==> src/rtl/dma_transfer_sequencer.sv <==
// Priority resolver and 8237 bus-cycle state machine (SI/S0/S1/S2/S3/S4/SC) driving the
// KF8237 address/count register file. Optional macro COMPRESSED_TIMING_EN drops S3 in bursts.
module dma_transfer_sequencer (
   input  logic        clock,
   input  logic        reset,
   input  logic [3:0]  dma_request,
   input  logic [3:0]  channel_mask,
   input  logic [31:0] mode_register,
   input  logic        controller_disable,
   input  logic        hold_acknowledge,
   input  logic        end_of_process_in,
   input  logic        underflow,
   input  logic [15:0] transfer_address,
   output logic        hold_request,
   output logic [3:0]  dma_acknowledge,
   output logic        address_enable,
   output logic        address_strobe,
   output logic        memory_read,
   output logic        memory_write,
   output logic        io_read,
   output logic        io_write,
   output logic        end_of_process_out,
   output logic [3:0]  terminal_count_status,
   input  logic        clear_terminal_count,
   output logic [3:0]  transfer_register_select,
   output logic        initialize_current_register,
   output logic        decrement_address_config,
   output logic        next_word
);

   typedef enum logic [2:0] {
      ST_SI = 3'd0,
      ST_S0 = 3'd1,
      ST_S1 = 3'd2,
      ST_S2 = 3'd3,
      ST_S3 = 3'd4,
      ST_S4 = 3'd5,
      ST_SC = 3'd6
   } state_t;

   function automatic logic [7:0] mode_byte(input logic [31:0] m, input logic [1:0] c);
      case (c)
         2'd0:    mode_byte = m[7:0];
         2'd1:    mode_byte = m[15:8];
         2'd2:    mode_byte = m[23:16];
         default: mode_byte = m[31:24];
      endcase
   endfunction

   function automatic logic [3:0] onehot4(input logic [1:0] c);
      case (c)
         2'd0:    onehot4 = 4'b0001;
         2'd1:    onehot4 = 4'b0010;
         2'd2:    onehot4 = 4'b0100;
         default: onehot4 = 4'b1000;
      endcase
   endfunction

   state_t      state_r;
   state_t      state_next;
   logic [1:0]  ch_r;
   logic [1:0]  ch_next;
   logic [3:0]  pending_s;
   logic [1:0]  winner_s;
   logic [7:0]  cur_mode_s;
   logic [7:0]  next_mode_s;
   logic        tc_s;
   logic        low_zero_s;
   logic        compress_s;
   logic        compress_next_s;
   logic [3:0]  tc_set_s;

   logic        hold_request_d;
   logic [3:0]  dma_acknowledge_d;
   logic        address_enable_d;
   logic        address_strobe_d;
   logic        memory_read_d;
   logic        memory_write_d;
   logic        io_read_d;
   logic        io_write_d;
   logic [3:0]  transfer_register_select_d;
   logic        decrement_address_config_d;
   logic        next_word_d;
   logic        active_d;
   logic        read_phase_d;
   logic        write_phase_d;

   logic        unused_s;

   assign pending_s   = controller_disable ? 4'b0000 : (dma_request & ~channel_mask);
   assign cur_mode_s  = mode_byte(mode_register, ch_r);
   assign next_mode_s = mode_byte(mode_register, ch_next);
   assign tc_s        = underflow | end_of_process_in;
   assign low_zero_s  = (transfer_address[7:0] == 8'h00);
   assign unused_s    = ^{transfer_address[15:8], cur_mode_s, next_mode_s};

`ifdef COMPRESSED_TIMING_EN
   // Demand (00) and block (10) bursts fold the write strobe into S2 and skip S3.
   assign compress_s      = (cur_mode_s[7:6] == 2'b00) || (cur_mode_s[7:6] == 2'b10);
   assign compress_next_s = (next_mode_s[7:6] == 2'b00) || (next_mode_s[7:6] == 2'b10);
`else
   assign compress_s      = 1'b0;
   assign compress_next_s = 1'b0;
`endif

   // Fixed priority: channel 0 highest.
   always_comb begin
      winner_s = 2'd3;
      if (pending_s[0]) begin
         winner_s = 2'd0;
      end else if (pending_s[1]) begin
         winner_s = 2'd1;
      end else if (pending_s[2]) begin
         winner_s = 2'd2;
      end else begin
         winner_s = 2'd3;
      end
   end

   // Bus-cycle next-state and channel latch.
   always_comb begin
      state_next = state_r;
      ch_next    = ch_r;
      case (state_r)
         ST_SI: begin
            if (|pending_s) begin
               state_next = ST_S0;
               ch_next    = winner_s;
            end else begin
               state_next = ST_SI;
            end
         end
         ST_S0: begin
            if (!pending_s[ch_r]) begin
               state_next = ST_SI;
            end else if (hold_acknowledge) begin
               state_next = ST_S1;
            end else begin
               state_next = ST_S0;
            end
         end
         ST_S1: begin
            if (!hold_acknowledge) begin
               state_next = ST_SI;
            end else begin
               state_next = ST_S2;
            end
         end
         ST_S2: begin
            if (!hold_acknowledge) begin
               state_next = ST_SI;
            end else if (compress_s) begin
               state_next = ST_S4;
            end else begin
               state_next = ST_S3;
            end
         end
         ST_S3: begin
            if (!hold_acknowledge) begin
               state_next = ST_SI;
            end else begin
               state_next = ST_S4;
            end
         end
         ST_S4: begin
            if (!hold_acknowledge) begin
               state_next = ST_SI;
            end else begin
               state_next = ST_SC;
            end
         end
         ST_SC: begin
            if (tc_s || !hold_acknowledge) begin
               state_next = ST_SI;
            end else begin
               // A zero low address byte means the upper byte changed and must be re-strobed.
               case (cur_mode_s[7:6])
                  2'b00: begin
                     if (dma_request[ch_r]) begin
                        state_next = low_zero_s ? ST_S1 : ST_S2;
                     end else begin
                        state_next = ST_SI;
                     end
                  end
                  2'b10:   state_next = low_zero_s ? ST_S1 : ST_S2;
                  default: state_next = ST_SI;
               endcase
            end
         end
         default: begin
            state_next = ST_SI;
            ch_next    = 2'd0;
         end
      endcase
   end

   // Output values for the state being entered, registered alongside it.
   always_comb begin
      active_d      = (state_next == ST_S1) || (state_next == ST_S2) || (state_next == ST_S3) ||
                      (state_next == ST_S4) || (state_next == ST_SC);
      read_phase_d  = (state_next == ST_S2) || (state_next == ST_S3) || (state_next == ST_S4);
      write_phase_d = (state_next == ST_S3) || (state_next == ST_S4) ||
                      ((state_next == ST_S2) && compress_next_s);
      hold_request_d             = (state_next != ST_SI);
      address_enable_d           = active_d;
      address_strobe_d           = (state_next == ST_S1);
      next_word_d                = (state_next == ST_S4);
      dma_acknowledge_d          = active_d ? onehot4(ch_next) : 4'b0000;
      transfer_register_select_d = active_d ? onehot4(ch_next) : 4'b0000;
      decrement_address_config_d = active_d & next_mode_s[5];
      memory_read_d              = read_phase_d  & (next_mode_s[3:2] == 2'b10);
      io_write_d                 = write_phase_d & (next_mode_s[3:2] == 2'b10);
      io_read_d                  = read_phase_d  & (next_mode_s[3:2] == 2'b01);
      memory_write_d             = write_phase_d & (next_mode_s[3:2] == 2'b01);
   end

   // State, channel and bus outputs update on the falling edge.
   always_ff @(negedge clock or posedge reset) begin
      if (reset) begin
         state_r                  <= ST_SI;
         ch_r                     <= 2'd0;
         hold_request             <= 1'b0;
         dma_acknowledge          <= 4'b0000;
         address_enable           <= 1'b0;
         address_strobe           <= 1'b0;
         memory_read              <= 1'b0;
         memory_write             <= 1'b0;
         io_read                  <= 1'b0;
         io_write                 <= 1'b0;
         transfer_register_select <= 4'b0000;
         decrement_address_config <= 1'b0;
         next_word                <= 1'b0;
      end else begin
         state_r                  <= state_next;
         ch_r                     <= ch_next;
         hold_request             <= hold_request_d;
         dma_acknowledge          <= dma_acknowledge_d;
         address_enable           <= address_enable_d;
         address_strobe           <= address_strobe_d;
         memory_read              <= memory_read_d;
         memory_write             <= memory_write_d;
         io_read                  <= io_read_d;
         io_write                 <= io_write_d;
         transfer_register_select <= transfer_register_select_d;
         decrement_address_config <= decrement_address_config_d;
         next_word                <= next_word_d;
      end
   end

   // Terminal-count decisions are taken during SC itself, from the register-file underflow.
   assign tc_set_s = ((state_r == ST_SC) && tc_s) ? onehot4(ch_r) : 4'b0000;
   assign end_of_process_out          = (state_r == ST_SC) & underflow;
   assign initialize_current_register = (state_r == ST_SC) & tc_s & cur_mode_s[4];

   // Sticky TC flags; a set in the same cycle as a clear survives.
   always_ff @(negedge clock or posedge reset) begin
      if (reset) begin
         terminal_count_status <= 4'b0000;
      end else begin
         terminal_count_status <= (terminal_count_status & ~{4{clear_terminal_count}}) | tc_set_s;
      end
   end

endmodule

==> config.mk <==
export PLATFORM = sky130hd
export DESIGN_NAME = dma_transfer_sequencer
export DESIGN_NICKNAME = d
export VERILOG_FILES = /design/src/rtl/dma_transfer_sequencer.sv
export SDC_FILE = /design/constraint.sdc
export NUM_CORES = 1
export LEC_CHECK = 0
export ABC_AREA = 1
export CORE_MARGIN = 2
export CORE_UTILIZATION = 36
export CTS_CLUSTER_SIZE = 14
export DETAILED_ROUTE_END_ITERATION = 8
export GPL_TIMING_DRIVEN = 0
export PLACE_DENSITY = 0.84
export SYNTH_ARGS = -nofsm -noshare
export SYNTH_HDL_FRONTEND = slang
export SYNTH_SLANG_ARGS = --single-unit
==> constraint.sdc <==
create_clock -name clock -period 2.37 [get_ports clock]
set_input_delay 0.3555 -clock clock [delete_from_list [all_inputs] [get_ports clock]]
set_output_delay 0.3555 -clock clock [all_outputs]
set_load 0.005 [all_outputs]
==> results of run 1 <==
-- power groups by stage --
stage	clock network (uW)	registers, uW	logic (uW)
after CTS	266	525	1330
after global placement	0	562	992
after floorplan	0	557	666
final	264	536	1710
after detailed placement	0	566	1010
after global routing	285	546	1830
-- area by class of cell --
cell class	count	area (um^2)
clock buffer	4	55.1
buffer	4	30.0
multi-input combinational	117	960
timing repair buffer	103	820
fill	244	983
sequential	22	551
inverter	34	148
tap	48	60.1
-- cells in the mapped netlist, drive strengths merged --
cell type	number	area, um^2
or3	1	6.26
o22ai	1	6.26
nor3	8	51.3
nand4	5	31.3
a21boi	1	7.51
o21ai	6	30.0
a41oi	1	8.76
o32ai	3	26.3
nor2	17	76.3
inv	32	120
nand3b	3	22.5
a21oi	2	10.0
nor4	2	12.5
or2	1	6.26
ha	1	12.5
buf	4	30.0
dfrtn	22	551
o211ai	1	12.5
clkinv	2	8.75
nand2	46	188
nand3	17	123
-- cells in the final DEF, fill, tap and decap left out, types with 5 or more instances in the layout --
| cell type | netlist | routed |
|---|---|---|
| nand4_1 | 5 | 5 |
| nor2_1 | 14 | 8 |
| buf_2 | 0 | 32 |
| dfrtn_1 | 22 | 22 |
| clkdlybuf4s50_1 | 0 | 18 |
| inv_2 | 2 | 11 |
| nand2_2 | 6 | 16 |
| nor2_4 | 1 | 6 |
| nand2_1 | 40 | 21 |
| nand2_4 | 0 | 7 |
| dlymetal6s2s_1 | 0 | 6 |
| nand3_2 | 5 | 8 |
| buf_4 | 4 | 32 |
| inv_1 | 30 | 19 |
| buf_6 | 0 | 10 |
| nand3_1 | 11 | 6 |
-- sequential cells by signal, summed over array words and instances (netlist names), 2 cells and up --
signal                    count
ch_r                          2
state_r                       3
terminal_count_status         4
transfer_register_select      4
-- metrics by stage --
| step | setup WS (ps) | hold slack, ps | instance area (um^2) | TNS, ps |
|---|---|---|---|---|
| floorplan | -397 | 467 | 1400 | -3990 |
| global placement | -1070 | 459 | 2150 | -19620 |
| detailed placement | -1110 | 493 | 2150 | -21190 |
| CTS | -581 | 490 | 2340 | -4130 |
| global route | -704 | 509 | 2620 | -7000 |
| finish | -654 | 490 | 2620 | -6000 |
-- cells by family after synthesis --
group | share of synthesized area [%]
buffers and inverters | 11.9
adders and majority gates | 0.934
AOI/OAI and AO/OA | 7.56
and+or+nand+nor | 38.6
DFF | 41.1
-- worst min-delay path: stages (launching register included) --
cell and delay, ps:
dfrtn_1 410, inv_1 40, o32ai_1 100
-- metal layers --
metal | wire (um) | share of wire, % | up-vias
li1 | - | - | 786
met5 | 0 | 0 | -
met3 | 280 | 5.3 | 29
met1 | 1810 | 35 | 853
met4 | 257 | 4.9 | 0
met2 | 2890 | 55 | 80
-- timing repair --
item,4_1_cts,5_1_grt
buffers inserted,19,16
cloned,1,0
endpoints found under the setup margin,43,22
gates resized for setup,192,60
pin swaps,40,35
-- worst paths after layout --
path / start / end / slack, ps / cells after the start
min in group asynchronous: reset / decrement_address_config / 1620 / 2
max in group asynchronous: reset / transfer_register_select[2] / 220 / 2
worst max-delay path: ch_r[1] / initialize_current_register / -650 / 5
worst max register to register: ch_r[1] / transfer_register_select[2] / 280 / 13
worst min-delay path: terminal_count_status[0] / terminal_count_status[0] / 490 / 2
worst min register to register: terminal_count_status[0] / terminal_count_status[0] / 490 / 2
==> out/metrics.csv, run 1 <==
stage,metric,value,unit
status,status,finished with violations,
status,failing checks,setup timing,
yosys,#FFs+latches synth,22,
power,total design power,2510,uW
yosys,Avg Synthesized Cell Area,7.61,um^2
final_layout,share of layout cells above drive strength 1,56.3,%
grt,routing usage on met1,22.9,%
clock_tree,CTS root buffer,clkbuf_8,
grt,M3 GR Usage,5.21,%
clock_tree,Longest Clk Path Bufs,2,
placed_design,DP HPWL,2810,um
grt,GR Util met2,39.9,%
setup_path,Critical-path top delay cell,dfrtn_1,
power,Sequential Power Share,21.4,%
power,Cell Int Power,1350,uW
setup_path,biggest cell delay along the critical path,570,ps
setup_path,Critical Path AT,2670,ps
final_layout,n_diodes,0,
setup_path,crit-path leading delay family,flip-flops,
yosys,mapped cell area,0.00134,mm^2
timing,worst slew pin tran,815,ps
die,area of the die,0.00423,mm^2
drt,drt first-iter violations,95,
setup_path,critical path type,reg -> out,
drt,routed length per instance,15.8,um
timing,final number of hold-violating endpoints,0,
setup_path,CP Capture Type,output pin,
clock_tree,clock sinks,22,
die,I/O Pins,86,
grt,gr usage total,20.9,%
grt,largest net degree at the start of global routing,23,
power,P_leak,0.00135,uW
grt,vias in the first global route,1568,
die,die height,65.0,um
final_layout,fin nets,349,
setup_path,Critical Path RT,2010,ps
die,num rows,22,
yosys,synth warn,0,
power,combinational fraction of design power,68.1,%
drt,Pre-Repair DR Iteration Count,6,
clock_tree,clk_lat worst skew,270,ps
drt,number of remaining DRC errors,0,
grt,initial antenna violation count,0,
die,Die Width,65.0,um
power,PwrDens,957,mW/mm^2
yosys,syn nets,240,
timing,Final Setup Violations,21,
placed_design,Routability Congestion,0.785,
yosys,register area share after synthesis,41.1,%
flow_run,max-cap viol count,0,
timing,"Slew Viols, Final",0,
drt,vias per std cell,5.27,
timing,setup ws final,-654,ps
timing,RSZ-0062 raised after global routing,true,
drt,post-route ant nets,0,
timing,Final Skew,4.17,ps
grt,GR peak layer,met2,
clock_tree,TritonCTS buffer count,3,
drt,routed wire length,5240,um
hold_path,min-delay worst type,reg -> reg,
power,Net Sw Frac,46.4,%
setup_path,critical path peak fanout,6,
timing,Slew Limit Headroom,45.6,%
grt,grt total ovfl,0,
power,Sw Pwr,1160,uW
drt,vias,1748,
final_layout,Post-Layout Cell Count,332,
setup_path,CP Launch Type,register,
clock_tree,clock slew at reported path FFs,50,ps
grt,first-pass GRT wire length,6900,um
power,VDD IR-drop max,0.580,mV
power,clock network power share,10.5,%
final_layout,Finished Core Util,72.7,%
final_layout,P&R area growth vs syn,95.7,%
setup_path,Worst Path Buf+Inv,2,
setup_path,worst path cell trace,"inv_2, nor2_4, nand2_2, a41oi_2, buf_2",
placed_design,IO buf count,69,
clock_tree,cts hold-fix bufs,0,
placed_design,Inst Count DP,293,
clock_tree,H-tree depth,1,
die,Starting Density,37.2,%
clock_tree,TritonCTS clock tree,built,
die,Core Region,0.00361,mm^2
yosys,Synth cell types,29,
yosys,Mapped Cells,176,
Note: power is estimated with default switching activity, not from simulation.
==> run 2, diff against run 1 <==
- CTS_CLUSTER_SIZE: 14 -> 28
==> results of run 2 <==
The final DEF is identical to that of run 1; final timing and power are the same.
==> run 3, diff against run 2 <==
- CAP_MARGIN: default -> 20
- PLACE_DENSITY: 0.84 -> 0.8
==> run 3 against run 2 <==
  * The run still ends with setup timing left
  * Sequential cell count unchanged
  * Clock skew about the same
  * Sequential share of layout area down 0.37 points
  * Largest cell class is now non-clock buffers
==> out/metrics.csv, run 3 (same netlist as run 1, synthesis figures left out) <==
stage,metric,value,unit,change
flow_run,max-cap viol count,0,,unchanged
power,Sequential Power Share,21.3,%,about the same
clock_tree,cts hold-fix bufs,0,,unchanged
final_layout,share of layout cells above drive strength 1,54.4,%,-1.9 points
setup_path,critical path type,reg -> out,,
drt,routed length per instance,14.8,um,-6.3%
setup_path,biggest cell delay along the critical path,430,ps,-140 ps
placed_design,DP HPWL,2810,um,about the same
drt,drt first-iter violations,107,,+13%
setup_path,critical path depth in cells,6,,+1
die,die height,65.0,um,unchanged
grt,grt total ovfl,0,,unchanged
timing,Final Skew,3.68,ps,-0.483 ps
power,PwrDens,937,mW/mm^2,-2.0%
clock_tree,H-tree depth,1,,unchanged
grt,gr usage total,22.3,%,+1.3 points
final_layout,Finished Core Util,74.0,%,+1.3 points
setup_path,Reg2Reg Depth,21,,+8
setup_path,worst path cell trace,"nand2_1, clkinv_2, nand2_2, or2_4, a41oi_2, buf_2",,
final_layout,P&R area growth vs syn,99.3,%,
setup_path,Worst Path Buf+Inv,2,,unchanged
power,clock network power share,10.5,%,about the same
setup_path,critical path peak fanout,2,,-4
timing,"Slew Viols, Final",0,,unchanged
power,Net Sw Frac,44.4,%,-1.9 points
clock_tree,clock sinks,22,,unchanged
clock_tree,clk_lat worst skew,270,ps,about the same
die,Core Region,0.00361,mm^2,unchanged
placed_design,Routability Congestion,0.786,,+0.10%
clock_tree,Longest Clk Path Bufs,2,,unchanged
final_layout,Fillers,233,,-4.5%
drt,number of remaining DRC errors,0,,unchanged
setup_path,CP Launch Type,register,,
drt,Pre-Repair DR Iteration Count,4,,-2
drt,vias,1705,,-2.5%
timing,setup ws final,-593,ps,+61.0 ps
clock_tree,TritonCTS buffer count,3,,unchanged
timing,final number of hold-violating endpoints,0,,unchanged
status,failing checks,setup timing,,
timing,RSZ-0062 raised after global routing,true,,
die,area of the die,0.00423,mm^2,unchanged
hold_path,min-delay worst type,reg -> reg,,
setup_path,Critical-path top delay cell,dfrtn_1,,
drt,post-route ant nets,0,,unchanged
setup_path,Critical Path AT,2610,ps,-60 ps
drt,vias per std cell,4.96,,-5.9%
grt,largest net degree at the start of global routing,23,,unchanged
drt,routed wire length,5090,um,-2.9%
final_layout,n_diodes,0,,unchanged
final_layout,"commonest non-fill, non-tap cell in the layout",buf_4,,
clock_tree,TritonCTS clock tree,built,,
setup_path,crit-path leading delay family,flip-flops,,
status,status,finished with violations,,
final_layout,area of the multi-input gates,867,um^2,-9.6%
setup_path,CP Capture Type,output pin,,
power,P_leak,0.00142,uW,+5.3%
placed_design,IO buf count,69,,unchanged
timing,Slew Limit Headroom,46.5,%,+0.87 points
die,num rows,22,,unchanged
power,combinational fraction of design power,68.3,%,+0.2 points
power,total design power,2500,uW,-0.24%
power,Cell Int Power,1390,uW,+3.3%
clock_tree,CTS root buffer,clkbuf_8,,
grt,vias in the first global route,1590,,+1.4%
power,Sw Pwr,1110,uW,-4.4%
die,Starting Density,37.2,%,unchanged
timing,Final Setup Violations,19,,-9.5%
grt,initial antenna violation count,0,,unchanged
final_layout,leading registers by flop count,"terminal_count_status (4), transfer_register_select (4), state_r (3)",,
die,I/O Pins,86,,unchanged
timing,worst slew pin tran,802,ps,-13.0 ps
power,VDD IR-drop max,0.537,mV,-7.5%
grt,first-pass GRT wire length,7310,um,+6.0%
clock_tree,clock slew at reported path FFs,50,ps,about the same
final_layout,most frequent cells in the layout,"buf_4 (41), nand2_1 (27), inv_1 (22), dfrtn_1 (22), buf_2 (22)",,
hold_path,Hold Path Stages,2,,unchanged
die,Die Width,65.0,um,unchanged
final_layout,Reg area,551,um^2,unchanged
final_layout,fin nets,361,,+3.4%
setup_path,Critical Path RT,2010,ps,about the same
## run 3: timing repair
| item | in CTS | in global routing |
|---|---|---|
| gates resized for setup | 173 | 58 |
| buffers inserted | 37 | 15 |
| pin swaps | 40 | 32 |
| setup endpoints to repair | 43 | 24 |
## run 3: worst register-to-register path, delay by kind of cell (launching register included)
family	cells	cell delay (ps)
buffers and inverters	13	1480
AND/OR/NAND/NOR	8	750
flip-flops	1	350
## run 3: power by group through the flow
stage / clock network (uW) / logic [uW] / registers [uW]
after global placement: 0 / 992 / 561
after global routing: 280 / 1840 / 543
after floorplan: 0 / 666 / 557
final: 262 / 1710 / 533
after CTS: 267 / 1340 / 525
after detailed placement: 0 / 1020 / 565
## run 3: final cells by class
class	count	share of cell area [%]
clock buffer	4	2.06
inverter	34	5.48
buffer	2	0.703
tap	48	2.25
sequential	22	20.6
timing repair buffer	118	36.4
multi-input combinational	116	32.5
## run 3: metrics by stage
stage | std cells | setup WS (ps) | setup TNS, ps | area [um^2] | hold WS [ps]
4_1_cts | 332 | -567 | -4850 | 2450 | 462
3_5_place_dp | 293 | -1090 | -21170 | 2150 | 467
6_report | 344 | -593 | -5420 | 2670 | 480
2_1_floorplan | 176 | -397 | -3990 | 1400 | 467
5_1_grt | 344 | -631 | -6690 | 2670 | 512
3_3_place_gp | 293 | -1080 | -19920 | 2150 | 458
## run 3: final timing paths
| path | startpoint | to | slack (ps) |
|---|---|---|---|
| setup / recovery | state_r[2] | initialize_current_register | -590 |
| hold / removal | terminal_count_status[1] | terminal_count_status[1] | 480 |
| setup reg to reg | state_r[1] | io_read | -340 |
| hold reg to reg | terminal_count_status[1] | terminal_count_status[1] | 480 |
| max in group asynchronous | reset | transfer_register_select[0] | 230 |
| min in group asynchronous | reset | decrement_address_config | 1610 |
## run 3: routing by layer
layer | vias to the layer above | wire length, um | global-route usage [%]
li1 | 804 | - | -
met1 | 835 | 1810 | 23.8
met2 | 51 | 2970 | 44.7
met3 | 15 | 184 | 3.47
met4 | 0 | 125 | 5.47
met5 | - | 0 | 0
